==> src/rtl/program_loader_if.sv <==
// Load-port and fetch-port bundle between the instruction loader and its host/CPU.
interface program_loader_if #(
    parameter int unsigned ADDR_W = 3,
    parameter int unsigned INST_W = 16
);
    logic              start;
    logic [7:0]        byte_in;
    logic              byte_valid;
    logic              byte_ready;
    logic              loading;
    logic              load_done;
    logic [ADDR_W:0]   word_count;
    logic              oeb;
    logic [ADDR_W-1:0] pc;
    logic [INST_W-1:0] inst;

    modport master (
        output start, byte_in, byte_valid, oeb, pc,
        input  byte_ready, loading, load_done, word_count, inst
    );

    modport slave (
        input  start, byte_in, byte_valid, oeb, pc,
        output byte_ready, loading, load_done, word_count, inst
    );
endinterface

==> src/rtl/program_loader.sv <==
// Writable instruction store: byte-serial big-endian loader on the write side,
// combinational fetch port gated by oeb and held off while a load is running.
module program_loader #(
    parameter int unsigned DEPTH  = 8,
    parameter int unsigned ADDR_W = 3,
    parameter int unsigned INST_W = 16
) (
    input  logic             clock,
    input  logic             reset_n,
    program_loader_if.slave  bus
);
    localparam int unsigned BYTE_W = 8;
    localparam int unsigned CNT_W  = ADDR_W + 1;

    typedef enum logic [1:0] {S_IDLE, S_HI, S_LO, S_DONE} state_t;

    state_t              r_state;
    state_t              w_next;
    logic [ADDR_W-1:0]   r_addr;
    logic [CNT_W-1:0]    r_word_count;
    logic [BYTE_W-1:0]   r_hi;
    logic [INST_W-1:0]   r_mem [DEPTH];
    logic                r_byte_ready;
    logic                r_loading;
    logic                r_load_done;
    logic                w_clear;
    logic                w_latch_hi;
    logic                w_write;
    logic                w_last;

    assign w_last = (r_addr == ADDR_W'(DEPTH - 1));

    // Next-state and datapath strobes; bytes in IDLE/DONE fall through untouched.
    always_comb begin
        w_next     = r_state;
        w_clear    = 1'b0;
        w_latch_hi = 1'b0;
        w_write    = 1'b0;
        case (r_state)
            S_IDLE, S_DONE: begin
                if (bus.start) begin
                    w_next  = S_HI;
                    w_clear = 1'b1;
                end
            end
            S_HI: begin
                if (bus.byte_valid) begin
                    w_next     = S_LO;
                    w_latch_hi = 1'b1;
                end
            end
            S_LO: begin
                if (bus.byte_valid) begin
                    w_write = 1'b1;
                    w_next  = w_last ? S_DONE : S_HI;
                end
            end
            default: w_next = S_IDLE;
        endcase
    end

    // State plus status flags decoded from the next state, so flags track state exactly.
    always_ff @(posedge clock or negedge reset_n) begin
        if (!reset_n) begin
            r_state      <= S_IDLE;
            r_byte_ready <= 1'b0;
            r_loading    <= 1'b0;
            r_load_done  <= 1'b0;
        end else begin
            r_state      <= w_next;
            r_byte_ready <= (w_next == S_HI) || (w_next == S_LO);
            r_loading    <= (w_next == S_HI) || (w_next == S_LO);
            r_load_done  <= (w_next == S_DONE);
        end
    end

    always_ff @(posedge clock or negedge reset_n) begin
        if (!reset_n) begin
            r_addr       <= '0;
            r_word_count <= '0;
            r_hi         <= '0;
        end else begin
            if (w_clear) begin
                r_addr       <= '0;
                r_word_count <= '0;
            end else if (w_write) begin
                r_word_count <= r_word_count + CNT_W'(1);
                if (!w_last) begin
                    r_addr <= r_addr + ADDR_W'(1);
                end
            end
            if (w_latch_hi) begin
                r_hi <= bus.byte_in;
            end
        end
    end

    always_ff @(posedge clock or negedge reset_n) begin
        if (!reset_n) begin
            for (int i = 0; i < DEPTH; i++) begin
                r_mem[i] <= '0;
            end
        end else if (w_write) begin
            r_mem[r_addr] <= {r_hi, bus.byte_in};
        end
    end

    assign bus.byte_ready = r_byte_ready;
    assign bus.loading    = r_loading;
    assign bus.load_done  = r_load_done;
    assign bus.word_count = r_word_count;
    assign bus.inst       = (bus.oeb && !r_loading) ? r_mem[bus.pc] : '0;
endmodule

==> src/flat_wrapper.sv <==
// flat-port wrapper written by rule: the top's interface ports become plain ports
module program_loader_flat 
#(
    parameter int unsigned DEPTH  = 8,
    parameter int unsigned ADDR_W = 3,
    parameter int unsigned INST_W = 16
)
  (clock, reset_n, bus_start, bus_byte_in, bus_byte_valid, bus_oeb, bus_pc, bus_byte_ready, bus_loading, bus_load_done, bus_word_count, bus_inst);
  program_loader_if #(.ADDR_W(ADDR_W), .INST_W(INST_W)) bus_i ();
  input  logic clock;
  input  logic reset_n;
  input wire logic [$bits(bus_i.start)-1:0] bus_start;
  input wire logic [$bits(bus_i.byte_in)-1:0] bus_byte_in;
  input wire logic [$bits(bus_i.byte_valid)-1:0] bus_byte_valid;
  input wire logic [$bits(bus_i.oeb)-1:0] bus_oeb;
  input wire logic [$bits(bus_i.pc)-1:0] bus_pc;
  output wire logic [$bits(bus_i.byte_ready)-1:0] bus_byte_ready;
  output wire logic [$bits(bus_i.loading)-1:0] bus_loading;
  output wire logic [$bits(bus_i.load_done)-1:0] bus_load_done;
  output wire logic [$bits(bus_i.word_count)-1:0] bus_word_count;
  output wire logic [$bits(bus_i.inst)-1:0] bus_inst;
  assign bus_i.start = bus_start;
  assign bus_i.byte_in = bus_byte_in;
  assign bus_i.byte_valid = bus_byte_valid;
  assign bus_i.oeb = bus_oeb;
  assign bus_i.pc = bus_pc;
  assign bus_byte_ready = bus_i.byte_ready;
  assign bus_loading = bus_i.loading;
  assign bus_load_done = bus_i.load_done;
  assign bus_word_count = bus_i.word_count;
  assign bus_inst = bus_i.inst;
  program_loader #(.DEPTH(DEPTH), .ADDR_W(ADDR_W), .INST_W(INST_W)) u_core (.clock(clock), .reset_n(reset_n), .bus(bus_i));
endmodule
==> config.mk <==
export PLATFORM = sky130hd
export DESIGN_NAME = program_loader_flat
export DESIGN_NICKNAME = d
export VERILOG_FILES = /design/src/rtl/program_loader_if.sv /design/src/rtl/program_loader.sv /design/src/flat_wrapper.sv
export SDC_FILE = /design/constraint.sdc
export NUM_CORES = 1
export LEC_CHECK = 0
export ABC_AREA = 1
export CAP_MARGIN = 25
export CORE_AREA = 2 2 78 154
export DETAILED_ROUTE_END_ITERATION = 6
export DIE_AREA = 0 0 80 156
export DONT_BUFFER_PORTS = 1
export HOLD_SLACK_MARGIN = 0.06
export PLACE_DENSITY = 0.88
export SLEW_MARGIN = 20
export SYNTH_ARGS = -nofsm -noshare
export SYNTH_HDL_FRONTEND = slang
export SYNTH_SLANG_ARGS = --single-unit
==> constraint.sdc <==
create_clock -name clock -period 2.9 [get_ports clock]
set_input_delay 0.725 -clock clock [delete_from_list [all_inputs] [get_ports clock]]
set_output_delay 0.725 -clock clock [all_outputs]
set_load 0.02 [all_outputs]
==> results.md <==
* Least-Margin Pin Slew at 721 ps
* Seq/Total Area, Yosys at 51.1%
* FF/Latch Area at 3680 µm²
* P_sw at 1860 µW
* Avg Inst Size Synth at 7.55 µm²
* Clock Skew at 8.03 ps
* Final WL at 17,100 µm
* First-pass GRT wire length at 28,400 µm
* DR vias/cell at 5.55
* Relative slew margins at 51.8%
* Setup Crit Path Kind: register to primary output
* Period utilization at 89.1%
* Largest net degree at the start of global routing at 148
* Number of primary I/O pins at 39
* Post-layout nets at 971
* Post-cts gate resize count at 0
* Clock Power Share at 38.3%
* H-tree Lvls at 4
* Routed vias at 6,132
* Fillcell total at 860
* Setup slack after layout at 317 ps
* Clock buffer depth at 2
* Reg2reg start: u_core.r_state[0]$_DFF_PN0_
* Flop2flop setup slack at 1120 ps
* Ant diodes at 0
* Total grt overflow at 0
* EDFF count, synth at 0
* CP endpoint kind: primary output
* Peak supply drop at 0.686 mV
* DIE WIDTH at 80 µm
* Initial Utilization at 63.8%
* Total of max-cap violations at 0
* Final hold vios at 11
* Fin. max-slew vios at 0
* Seq pwr share at 43.2%
* Postcts setup bufs at 0
* Hold Path Class: input pin to async pin
* Peak Freq at 0.387 GHz
* Post-synth cell types at 20
* RSZ-0062 raised after global routing: false
* CP Max Fanout at 16
* Multi-input logic area at 2650 µm²
* Port bufs at 0
* Finished Cell Area at 7930 µm²
* Row count at 55
* Net Sw Frac at 30.7%
* Startpoint types: register
* Reg2reg path depth at 7
* Failing checks: hold timing
* Placed cell count at 1,072
* Hold_ws at -2.06 ps
* CTS buffer count at 17
* Routed Antenna Nets at 0
* Synthesized Nets at 977
* Synth Flop Type: dfrtp_1
* CTS tree: yes
* Seq cells post-synth at 147
* GRT Util Overall at 29.7%
* Clock transition at path regs at 70 ps
* Post-Syn Area at 7210 µm²
* Status: complete, but fails checks
* Fraction of layout cells with a size suffix above 1 at 7.07%
* Dpl ws at 488 ps
* Internal power at 4210 µW
* Final Setup Violations at 0
* Core area at 11,300 µm²
* Detailed-router iteration count before antenna repair at 5
* Post-DP HPWL at 10,300 µm
* Leak pwr at 0.00397 µW
* Final GP Congestion at 0.827
* Worst Path Arrival at 1860 ps
* DRC viols at 0
* Power Density at 765 nW/µm²
* 1st-iter DRT viols at 709
* Die Height at 156 µm
* CTS root buf: clkbuf_16
* Post-Syn Instances at 955
* Placed inst area at 7300 µm²
* Clock Latency Late Sink at 420 ps
* Share of power burned in combinational logic at 18.5%
* Die area at 12,500 µm²
* Yosys warning count at 0
* Critical Path RT at 2170 ps
* Vias in the first global route at 6,195
* Non-filler cells, final at 1,104
* Area growth, synth to finish at 10.0%
* Final Critical Period at 2580 ps
* WL per Instance at 15.5 µm
* Reg2reg end: u_core.r_mem[87]$_DFFE_PN0P_
* Antenna violations before repair at 0
* Clk sinks at 147
* Final TNS setup at 0 ps
* Ys async rst share at 100%
-- power by group through the flow --
| stage | registers [µW] | clock network (µW) | logic, µW |
|---|---|---|---|
| after detailed placement | 2650 | 0 | 1100 |
| after floorplan | 2590 | 0 | 868 |
| after global routing | 2650 | 2440 | 1280 |
| after global placement | 2630 | 0 | 1060 |
| after CTS | 2620 | 2340 | 1130 |
| final | 2620 | 2320 | 1120 |
-- flip-flops by register name (all words and copies together), names as in the netlist --
register and count:
u_core.bus.byte_ready 1, u_core.bus.load_done 1, u_core.bus.word_count 4, u_core.r_addr 3, u_core.r_hi 8, u_core.r_mem 128
u_core.r_state 2
-- cells in the mapped netlist (4+ instances only) --
library cell | number | area, µm²
inv_1 | 154 | 578
o21ai_0 | 17 | 85.1
nand2_4 | 4 | 45.0
dfrtp_1 | 147 | 3680
buf_6 | 8 | 90.1
ha_1 | 6 | 75.1
nand3_1 | 85 | 425
nor2_1 | 43 | 161
o21ai_1 | 128 | 641
nand2_1 | 309 | 1160
buf_2 | 28 | 140
clkbuf_1 | 12 | 45.0
-- critical path, stage by stage (launching register included) --
cell	delay [ps]
dfrtp_1	530
nor2_1	160
buf_4	270
nand2_1	80
nor2_1	200
buf_4	190
-- cell type report --
cell class                 count  share of cell area [%]
sequential                   147                    46.4
clock buffer                  18                    5.41
timing repair buffer          25                    2.52
inverter                     157                    7.43
tap                          142                    2.24
clock inverter                14                    2.56
multi-input combinational    601                    33.4
-- logic make-up (layout without fill, tap and decap cells) --
group	count (synthesis)	count (layout)	synth area share, %
simple gates	446	446	25.4
buf+inv	207	214	12.2
compound gates	149	149	10.4
flops	147	147	51.1
fa+ha+maj	6	6	1.04
-- routing by layer --
| layer | GRT usage (%) | vias up | routed length, µm |
|---|---|---|---|
| li1 | - | 2926 | - |
| met2 | 51.3 | 218 | 9140 |
| met1 | 33.9 | 2940 | 6430 |
| met3 | 7.06 | 48 | 972 |
| met4 | 14.3 | 0 | 544 |
| met5 | 0 | - | 0 |
-- worst max-delay path by stage --
stage	from	end	slack, ps
detailed placement	bus_pc[1]	bus_inst[0]	490
floorplan	bus_pc[1]	bus_inst[1]	530
CTS	u_core.bus.byte_ready$_DFF_PN0_	bus_inst[0]	350
global route	u_core.bus.byte_ready$_DFF_PN0_	bus_inst[12]	240
global placement	bus_pc[1]	bus_inst[0]	510
finish	u_core.bus.byte_ready$_DFF_PN0_	bus_inst[0]	320
-- cell usage in the layout, fill, tap and decap left out, types with 3 or more instances in the layout --
| cell type | synthesis | final |
|---|---|---|
| ha_1 | 6 | 6 |
| clkinvlp_4 | 0 | 4 |
| inv_2 | 3 | 3 |
| o21ai_0 | 17 | 17 |
| nand3_1 | 85 | 85 |
| nor2_2 | 3 | 3 |
| dfrtp_1 | 147 | 147 |
| nand2_1 | 309 | 309 |
| nor2_1 | 43 | 43 |
| nand2_4 | 4 | 4 |
| inv_1 | 154 | 154 |
| clkbuf_16 | 0 | 17 |
| o21ai_1 | 128 | 128 |
| buf_4 | 1 | 24 |
| clkinv_4 | 0 | 3 |
| a21oi_1 | 3 | 3 |
| bufinv_16 | 0 | 4 |
| inv_6 | 0 | 3 |
-- metrics by stage --
stage / utilization, % / power, µW
final: 70.3 / 6070
after global routing: 70.3 / 6360
after CTS: 70.3 / 6090
after detailed placement: 64.7 / 3750
after global placement: 64.7 / 3700
after floorplan: - / 3460
No activity file was read; power rests on OpenSTA's default activity.
